`src/rtl/aes_dec_key_sched.sv`:
```
// ============================================================================
// aes_dec_key_sched
// ----------------------------------------------------------------------------
// Decryption-side AES-128 key schedule. A 128-bit cipher key is accepted in
// IDLE and expanded into 11 round keys, one per cycle (EXPAND). The keys are
// then streamed out in reverse order, round 10 first and round 0 last
// (STREAM), over a valid/ready handshake.
//
// Optional feature macro: AES_DEC_KEY_REPLAY_EN
//   When defined, a `replay` input re-streams the last fully delivered key
//   set without re-expanding it.
//
// Ports:
//   clk        rising-edge clock
//   rst        synchronous, active-high reset
//   key_in     cipher key, key_in[127:96] = w0 (FIPS-197 byte order)
//   key_valid  key_in is valid
//   key_ready  block can accept a key (IDLE only)
//   rk_out     current round key, same byte order as key_in
//   rk_index   round number of rk_out (10 down to 0)
//   rk_valid   rk_out / rk_index are valid
//   rk_ready   consumer accepts the current round key
//   busy       high in EXPAND or STREAM
//   replay     (AES_DEC_KEY_REPLAY_EN only) re-stream stored keys
// ============================================================================

// ----------------------------------------------------------------------------
// sbox: combinational AES S-box (8-bit in, 8-bit out).
// Multiplicative inverse in GF(2^8) computed as a^254, followed by the
// FIPS-197 affine transform. a^254 maps 0 to 0, as the S-box requires.
// ----------------------------------------------------------------------------
module sbox (
   input  logic [7:0] a,
   output logic [7:0] y
);

   function automatic logic [7:0] gmul(input logic [7:0] x, input logic [7:0] m);
      logic [7:0] p;
      logic [7:0] s;
      p = '0;
      s = x;
      for (int unsigned i = 0; i < 8; i++) begin
         if (m[i]) p = p ^ s;
         s = {s[6:0], 1'b0} ^ (s[7] ? 8'h1b : 8'h00);
      end
      return p;
   endfunction

   logic [7:0] pw;
   logic [7:0] inv;

   // a^254 = a^2 * a^4 * ... * a^128
   always_comb begin
      pw  = gmul(a, a);
      inv = pw;
      for (int unsigned k = 2; k < 8; k++) begin
         pw  = gmul(pw, pw);
         inv = gmul(inv, pw);
      end
      y = inv ^ {inv[6:0], inv[7]} ^ {inv[5:0], inv[7:6]}
              ^ {inv[4:0], inv[7:5]} ^ {inv[3:0], inv[7:4]} ^ 8'h63;
   end

endmodule

// ----------------------------------------------------------------------------
// aes_dec_key_sched: top level
// ----------------------------------------------------------------------------
module aes_dec_key_sched (
   input  logic         clk,
   input  logic         rst,
   input  logic [127:0] key_in,
   input  logic         key_valid,
   output logic         key_ready,
   output logic [127:0] rk_out,
   output logic [3:0]   rk_index,
   output logic         rk_valid,
   input  logic         rk_ready,
   output logic         busy
`ifdef AES_DEC_KEY_REPLAY_EN
   ,
   input  logic         replay
`endif
);

   localparam logic [1:0] IDLE   = 2'd0;
   localparam logic [1:0] EXPAND = 2'd1;
   localparam logic [1:0] STREAM = 2'd2;

   logic [1:0]   state;
   logic [3:0]   cnt;
   logic [3:0]   idx;
   logic [127:0] rk [0:10];

`ifdef AES_DEC_KEY_REPLAY_EN
   logic         keys_valid;
`endif

   // ------------------------------------------------------------------------
   // Round step: rk[cnt] = step(rk[cnt-1], rcon[cnt])
   // ------------------------------------------------------------------------
   logic [127:0] prev_rk;
   logic [127:0] next_rk;
   logic [31:0]  rot_w3;
   logic [31:0]  sub_w;
   logic [31:0]  t;
   logic [31:0]  w0n, w1n, w2n, w3n;
   logic [7:0]   rcon;

   always_comb begin
      prev_rk = rk[cnt - 4'd1];
      rot_w3  = {prev_rk[23:0], prev_rk[31:24]};
   end

   sbox u_sb3 (.a(rot_w3[31:24]), .y(sub_w[31:24]));
   sbox u_sb2 (.a(rot_w3[23:16]), .y(sub_w[23:16]));
   sbox u_sb1 (.a(rot_w3[15:8]),  .y(sub_w[15:8]));
   sbox u_sb0 (.a(rot_w3[7:0]),   .y(sub_w[7:0]));

   always_comb begin
      case (cnt)
         4'd1:    rcon = 8'h01;
         4'd2:    rcon = 8'h02;
         4'd3:    rcon = 8'h04;
         4'd4:    rcon = 8'h08;
         4'd5:    rcon = 8'h10;
         4'd6:    rcon = 8'h20;
         4'd7:    rcon = 8'h40;
         4'd8:    rcon = 8'h80;
         4'd9:    rcon = 8'h1b;
         4'd10:   rcon = 8'h36;
         default: rcon = 8'h00;
      endcase
      t       = sub_w ^ {rcon, 24'h000000};
      w0n     = prev_rk[127:96] ^ t;
      w1n     = prev_rk[95:64]  ^ w0n;
      w2n     = prev_rk[63:32]  ^ w1n;
      w3n     = prev_rk[31:0]   ^ w2n;
      next_rk = {w0n, w1n, w2n, w3n};
   end

   // ------------------------------------------------------------------------
   // Control FSM
   // ------------------------------------------------------------------------
   always_ff @(posedge clk) begin
      if (rst) begin
         state <= IDLE;
         cnt   <= '0;
         idx   <= '0;
`ifdef AES_DEC_KEY_REPLAY_EN
         keys_valid <= 1'b0;
`endif
      end else begin
         case (state)
            IDLE: begin
               if (key_valid) begin
                  cnt   <= 4'd1;
                  state <= EXPAND;
`ifdef AES_DEC_KEY_REPLAY_EN
                  // rk[0] is about to be overwritten, so the stored set is stale
                  keys_valid <= 1'b0;
               end else if (replay && keys_valid) begin
                  idx   <= 4'd10;
                  state <= STREAM;
`endif
               end
            end
            EXPAND: begin
               cnt <= cnt + 4'd1;
               if (cnt == 4'd10) begin
                  idx   <= 4'd10;
                  state <= STREAM;
               end
            end
            STREAM: begin
               if (rk_ready) begin
                  if (idx == 4'd0) begin
                     state <= IDLE;
`ifdef AES_DEC_KEY_REPLAY_EN
                     keys_valid <= 1'b1;
`endif
                  end else begin
                     idx <= idx - 4'd1;
                  end
               end
            end
            default: state <= IDLE;
         endcase
      end
   end

   // Round-key storage carries no reset; its contents are only read in STREAM.
   always_ff @(posedge clk) begin
      if (state == IDLE && key_valid) begin
         rk[0] <= key_in;
      end else if (state == EXPAND) begin
         rk[cnt] <= next_rk;
      end
   end

   // ------------------------------------------------------------------------
   // Outputs: decoded from state registers only
   // ------------------------------------------------------------------------
   always_comb begin
      key_ready = (state == IDLE);
      busy      = (state != IDLE);
      rk_valid  = (state == STREAM);
      rk_out    = rk_valid ? rk[idx] : '0;
      rk_index  = rk_valid ? idx : '0;
   end

endmodule
```
`config.mk`:
```
export PLATFORM = sky130hd
export DESIGN_NAME = aes_dec_key_sched
export DESIGN_NICKNAME = d
export VERILOG_FILES = /design/src/rtl/aes_dec_key_sched.sv
export SDC_FILE = /design/constraint.sdc
export NUM_CORES = 2
export LEC_CHECK = 0
export ABC_CLOCK_PERIOD_IN_PS = 35300
export CAP_MARGIN = 20
export CELL_PAD_IN_SITES_DETAIL_PLACEMENT = 1
export CELL_PAD_IN_SITES_GLOBAL_PLACEMENT = 1
export CORE_UTILIZATION = 41
export DETAILED_ROUTE_END_ITERATION = 16
export PLACE_DENSITY = 0.75
export REMOVE_ABC_BUFFERS = 1
export SKIP_CTS_REPAIR_TIMING = 1
export SLEW_MARGIN = 10
export SYNTH_ARGS = -nofsm -noshare
export SYNTH_HDL_FRONTEND = slang
export SYNTH_SLANG_ARGS = --single-unit
```
`constraint.sdc`:
```
create_clock -name clk -period 35.3 [get_ports clk]
set_input_delay 8.825 -clock clk [delete_from_list [all_inputs] [get_ports clk]]
set_output_delay 8.825 -clock clk [all_outputs]
set_load 0.01 [all_outputs]
```
======== Word level (Yosys, flattened, before mapping) ========
Memories as Yosys holds them, arrays and structs flattened. A register that Yosys moved wholly into a read port is not among the register bits.
Cells that the tools add are included.
word-level totals
  word-level logic and storage cells ...... 1,528
  output and inout bits ................... 135
  input port bits ......................... 132
  register bits after elaboration ......... 10
  bits in read-only memories .............. 128
  memory bits (writable) .................. 1,408
  memories ................................ 2
memories
  name             words  width  rd ports  clocked after Yosys merged registers in  wr ports  RTL line  source
  rk               11     128    2         1                                        1         93        logic [127:0] rk [0:10];
  (no name shown)  16     8      1         1                                        0         121       case (cnt)
cells by class
  multiplexer cells ....................... 777
  bitwise logic cells ..................... 725
  $add $sub $neg .......................... 3
  equal/unequal tests ..................... 8
  reduce and logical (&&, ||, !) cells .... 10
operator list
  kind                   count
  $xor A8 B8 Y8          716
  $mux W8                416
  $mux W5                336
  $mux W128              2
  $xor A32 B32 Y32       5
  $reduce_or A128 Y1     1
  $mux W4                10
  $not A4 Y4             4
  $pmux W4 S2            2
  $mux W2                4
  $reduce_and A4 Y1      2
  $sub A4 B1 Y4 const B  2
  $mux W1                6
  $ne A2 B2 Y1 const B   3
  $pmux W2 S3            1
  $reduce_bool A2 Y1     3
  $add A4 B1 Y4 const B  1
  $eq A4 B4 Y1 const B   1
  $logic_not A4 Y1       1
  $ne A2 B1 Y1 const B   2
  $eq A2 B1 Y1 const B   1
  $eq A2 B2 Y1 const B   1
  $logic_not A2 Y1       1
  $reduce_and A2 Y1      1
  $logic_and A1 B1 Y1    1

======== Logic depth before layout (Yosys ltp) ========
An unclocked memory read counts as a cell.
  depth in word-level cells ............... 140
  mapped depth ............................ 91

======== Modules after synthesis ========
A second synthesis with hierarchy kept.
second synthesis, totals
  cell total of the unflattened synthesis .. 12,268
  area total of the unflattened synthesis .. 129,833.3 µm²
by module, submodules not included
  module             cells each  instances  seq. area each (µm²)  area an instance (µm²)
  aes_dec_key_sched  4,500       1          42,721.0              68,949.9
  sbox               1,942       4          0.0                   15,220.8

======== Worst setup path after synthesis ========
OpenSTA, ideal clock, no wires.
  path kind ............................... register -> register
  start ................................... register cnt[1]
  end ..................................... memory rk[0][11], data pin
  data arrival time ....................... 18.443 ns
  data required time ...................... 34.961 ns
  stages on the path, launching flop included .. 83
  buffers on the path ..................... 22
  library setup time ...................... 0.339 ns
  slack ................................... 16.519 ns
  path through ............................ dfxtp_1 > buf_4 > inv_1 > ha_1 > buf_6 > buf_6 > buf_6 > buf_6 > buf_6 > buf_6 > buf_6 > buf_6 > buf_6 > mux4_2 > mux2i_1 > mux2_2 > inv_1 > buf_2 > [47 not listed] > nor2_1 > o311ai_0 > o311ai_0 > xor2_1 > a21oi_1 > xnor2_1 > nor2_1 > xnor2_1 > xnor2_1 > xnor2_1 > xnor2_2 > xor2_2 > xor2_2 > xor2_2 > xor2_1 > o32a_1 > nor2_1 > o41ai_1
between the ends
  word-level cells in the longest chain between the ends .. 136
  elaborated cells on any way between the ends .. 375
ends and longest elaborated chain
  element                                          RTL line  source
  from (decl)                                      91        logic [3:0] cnt;
  from (signal assigned)                           169       cnt <= cnt + 4'd1;
  $sub A4 B1 Y4 (*)                                111       prev_rk = rk[cnt - 4'd1];
  $mem_v2 Z11 W128 (*)                             -
  $mux W5, or another cell as far along            44        s = {s[6:0], 1'b0} ^ (s[7] ? 8'h1b : 8'h00);
  $xor A8 B8 Y8 (on tied branches)                 44, 43
  $xor A8 B8 Y8 / $mux W8 (equally long branches)  43        if (m[i]) p = p ^ s;
  $mux W8 / $xor A8 B8 Y8 (equally long branches)  43
  $xor A8 B8 Y8 / $mux W8 (equally long branches)  43
  $mux W8 / $xor A8 B8 Y8 (equally long branches)  43
  [118 not listed]                                 -
  $xor A8 B8 Y8 (2 in series)                      60        y = inv ^ {inv[6:0], inv[7]} ^ {inv[5:0], inv[7:6]}
  $xor A8 B8 Y8 (2 in series)                      61        ^ {inv[4:0], inv[7:5]} ^ {inv[3:0], inv[7:4]} ^ 8'h63;
  $xor A32 B32 Y32                                 134       t = sub_w ^ {rcon, 24'h000000};
  $xor A32 B32 Y32                                 135       w0n = prev_rk[127:96] ^ t;
  $xor A32 B32 Y32                                 136       w1n = prev_rk[95:64] ^ w0n;
  $xor A32 B32 Y32                                 137       w2n = prev_rk[63:32] ^ w1n;
  $xor A32 B32 Y32 (*)                             138       w3n = prev_rk[31:0] ^ w2n;
  $mux W128 (no line) (*)                          -
  to (decl)                                        93
Mark *: on every way between the ends. The rest lies on a longest branch, timed or not.

======== Worst setup path after layout ========
  start ................................... register cnt[0]
  end ..................................... memory rk[10][8], data pin
between the ends
  word-level cells in the longest chain between the ends .. 137
  elaborated cells on any way between the ends .. 376
ends and longest elaborated chain
  element                                          RTL line
  $sub A4 B1 Y4 (*)                                111
  $mem_v2 Z11 W128 (*)                             -
  $mux W5, or another cell as far along            44
  $xor A8 B8 Y8 (on tied branches)                 44, 43
  $xor A8 B8 Y8 / $mux W8 (equally long branches)  43
  $mux W8 / $xor A8 B8 Y8 (equally long branches)  43
  $xor A8 B8 Y8 / $mux W8 (equally long branches)  43
  $mux W8 / $xor A8 B8 Y8 (equally long branches)  43
  [120 not listed]                                 -
  $xor A8 B8 Y8 (2 in series)                      61
  $not A4 Y4 (no line)                             -
  $xor A32 B32 Y32                                 134
  $xor A32 B32 Y32                                 135
  $xor A32 B32 Y32                                 136
  $xor A32 B32 Y32                                 137
  $xor A32 B32 Y32 (*)                             138
  $mux W128 (no line) (*)                          -
Marked as above.

==> flow_results.org <==
** Routing
- After detailed routing, the number of remaining DRC violations is 0.
- The first detailed-routing pass took 6 iterations.
- Per-cell via count in the routed design :: 6.22
- Dividing the detail-routed wire length by the instance count gives 26.8 microns.
- For this block, the initial DRC count from the detailed router was 9509.
- Total Wirelength :: 431000 microns
- For this block, the via count after detailed routing is 100k.
- Number of nets with antenna violations after routing :: 0

** Timing
- The count of pins over their slew limit came to 0.
- Counting I/O delays and the setup requirement, the final critical path takes 24.83 ns.
- For the pin with the worst max-slew slack, the measured transition is 1.24 ns.
- Measured against its own limit, the worst slew margin works out to 0.170.
- Hold Fails Final Rpt :: 0
- Setup violations remaining at the end of the flow were counted as 0.
- Upper clock frequency limit :: 40.3 MHz
- Unrepaired setup endpoints after global routing :: no
- Setup tns final :: 0 ns
- On the final layout, the worst clock skew is 0.0363 ns.
- Share of the cycle needed by the critical path after routing :: 0.703

** Critical path
- The kind of cell with the highest combined delay along the critical path is XOR/XNOR gates.
- Stages on the worst setup path :: 67
- Of all nets on the critical path, the largest fanout is 131.
- Critical path's slowest cell :: xor2_1
- Cell count of the worst reg-to-reg path :: 67
- The critical path is of the reg -> reg type.
- The worst register-to-register path ends at rk[10][8].
- Counting both buffers and inverters, the worst setup path holds a total of 7.
- Largest stage delay on the critical path :: slightly below 0.9 ns
- Startpoint of the worst register-to-register path :: cnt[0]
- For the worst setup path, the data arrival time is between 20 and 30 ns.
- STA puts the critical path data required time at 35.79 ns.
- Critical path startpoint category :: flop
- STA classifies the critical path endpoint as a flop.
- Setup crit end :: rk[10][8]
- Among the stages of the critical path, the cell type that occurs most often is xnor2_1.
- Register-to-Register Setup Slack :: 10.47 ns
- Crit. Startpoint :: cnt[0]

** Synth
- Number of enable-type register cells in the synthesized netlist :: 1408
- Yosys attributes the largest share of cell area to edfxtp_1 35%, xnor2_1 12%, mux4_2 9.2%.
- Area leader, netlist :: edfxtp_1
- The synthesized netlist occupies a cell area of 0.122 sq mm.
- Synthesized instance count :: approximately 12k
- Of the post-synthesis cell area, the dominant cell type holds 0.345.
- FFs w/ async S/R, synth :: 0
- In the synthesized netlist the dominant register cell turns out to be edfxtp_1.
- Count of different cell masters after synthesis :: roughly 130
- Synth Register Bits :: approximately 1.4k
- Seq/Total Area, Yosys :: 0.349
- Post-Syn Area per Cell :: 10.2 sq um
- During synthesis, Yosys emitted a total of 0 warnings.

** Cells and area
- Filler cell count in the final layout :: 32.6k
- In the final layout, the share of cells above drive strength 1 is 0.128.
- Number of non-filler instances in the completed layout :: 16.1k
- At the end of the flow the core is filled with cells to 0.453.
- Relative to the synthesized area, the layout overhead comes to 9.84%.
- The net count of the finished layout is 12.2k.

** Global route
- Global-route wire length before repair :: roughly 650000 microns
- Entering global routing, the biggest net connects 135 pins.
- Total grt overflow :: 0
- Number of global-route vias before repair :: a little over 100k
- Across every metal layer, demand over resource in global routing totals 0.279.
- The initial antenna violation count was 25.

** Die
- For this configuration, the core starts out at a cell density of 0.412.
- The core region is 0.297 sq mm.
- The floorplan step defined a die boundary enclosing 0.301 sq mm.
- In this run the core area contains 200 standard-cell rows.
- Vertical die dimension :: about 550 microns
- Pin placement for this block handled 267 I/O pins.
- In this run the horizontal extent of the chip is 549 microns.

** Clock tree
- Clock sink count :: 1430
- H-tree lvl count :: 4
- Number of buffers inserted during clock tree synthesis :: 142
- At the later pin of the worst-skew pair, clock insertion delay measures a little over 0.8 ns.
- Clk buf depth :: 3
- Clock tree from TritonCTS :: built
- Worst-path clk slew :: 0.06 ns
- In this run the clock root is driven by a clkbuf_16.

** Status
- Outcome :: finished, final reports clean

** Placed design
- DPL Wire Length :: 285000 microns
- Placed Instances :: approximately 16k
- Number of buffers added on ports :: 266
- The congestion estimate from routability-driven global placement came to 0.876.

** Min path
- The worst hold path belongs to the class reg -> reg.

** Run
- Across the run, the number of max-cap violations was 0.
cell usage in the layout, fill, tap and decap left out, types with 37 or more instances in the layout:
master           instances
and2_1                  60
nand3_1                210
o21ai_0                446
xor2_1                 504
xor2_2                  60
a31oi_1                171
mux2i_1                485
clkbuf_16              143
o22ai_1                115
nor3_1                 210
o21ai_1                 76
clkdlybuf4s50_1        266
nand2b_1                67
edfxtp_1              1408
a22oi_1                 58
buf_4                  356
o211ai_1                65
mux4_2                 500
nor2b_1                193
nand2_1               1133
mux2_2                  53
xnor2_1               1712
a21oi_1                677
xnor2_2                150
xnor3_1                181
or3_1                   37
inv_1                   91
a211oi_1               337
clkinv_1                37
nor2_1                1436
cells in the mapped netlist (66+ instances only):
cell type	instances
xnor2_1	1744
nor2_1	1443
o21ai_0	457
nor2b_1	194
xnor2_2	120
a21oi_1	677
mux2i_1	485
clkbuf_1	522
buf_1	122
nand3_1	210
buf_2	116
mux4_2	500
a31oi_1	171
a211oi_1	339
xnor3_1	181
nand2_1	1133
nand2b_1	69
edfxtp_1	1408
nor3_1	212
inv_1	91
o21ai_1	66
o22ai_1	115
xor2_1	514
worst min path at each step:
stage	cells past startpoint	endpoint	slack [ns]	start
2_1_floorplan	2	flop	0.49	idx[2]
3_3_place_gp	2	flop	0.53	idx[1]
3_5_place_dp	2	flop	0.54	idx[2]
4_1_cts	2	flop	0.56	idx[2]
5_1_grt	2	flop	0.61	idx[2]
6_report	2	flop	0.56	idx[2]
state kept, by name, indices dropped and copies added (netlist names), named ones only:
register  count
idx           4
rcon          8
state         2
rk         1408
cnt           4
area by class of cell:
type	instances	area, sq um	area share
multi-input combinational	9658	76100	0.566
clock inverter	74	709	0.00527
timing repair buffer	683	5860	0.0436
inverter	114	430	0.00320
antenna	10	25.0	0.000186
clock buffer	181	3750	0.0279
sequential	1430	42700	0.318
tap	3939	4930	0.0366
stage by stage:
stage	hold WS, ns	area (sq um)	worst slack (ns)
2_1_floorplan	0.485	119000	-11.27
3_3_place_gp	0.535	130000	11.37
3_5_place_dp	0.543	130000	10.65
4_1_cts	0.563	134000	10.54
5_1_grt	0.611	135000	8.82
6_report	0.557	135000	10.47
worst reg2reg max path, delay by kind of cell (launching register included):
family                   cells  cell delay (ns)
AO/OA/AOI/OAI               12             3.13
XOR/XNOR                    33            12.60
buffers and inverters        7             3.22
adder cells (fa/ha/maj)      3             1.91
flip-flops                   1             0.73
multiplexers                 3             0.84
AND/OR/NAND/NOR              9             2.12
metal layers:
metal	share of wire	GRT usage
met2	0.49	0.473
met1	0.40	0.353
met3	0.069	0.0382
met4	0.046	0.126
met5	0.00039	0
logic make-up (layout without fill, tap and decap cells):
group | count (synthesis) | count (layout) | share of synthesized area
buf+inv | 949 | 1052 | 0.0338
other cells | 0 | 10 | 0
simple gates | 3558 | 3558 | 0.126
flops | 1430 | 1430 | 0.349
fa+ha+maj | 30 | 30 | 0.00300
mux | 1048 | 1048 | 0.137
compound gates | 2356 | 2356 | 0.122
xor+xnor | 2666 | 2666 | 0.229
Power is not shown: default switching activity piles up to over one toggle a cycle in this logic, so the estimate is an artifact.
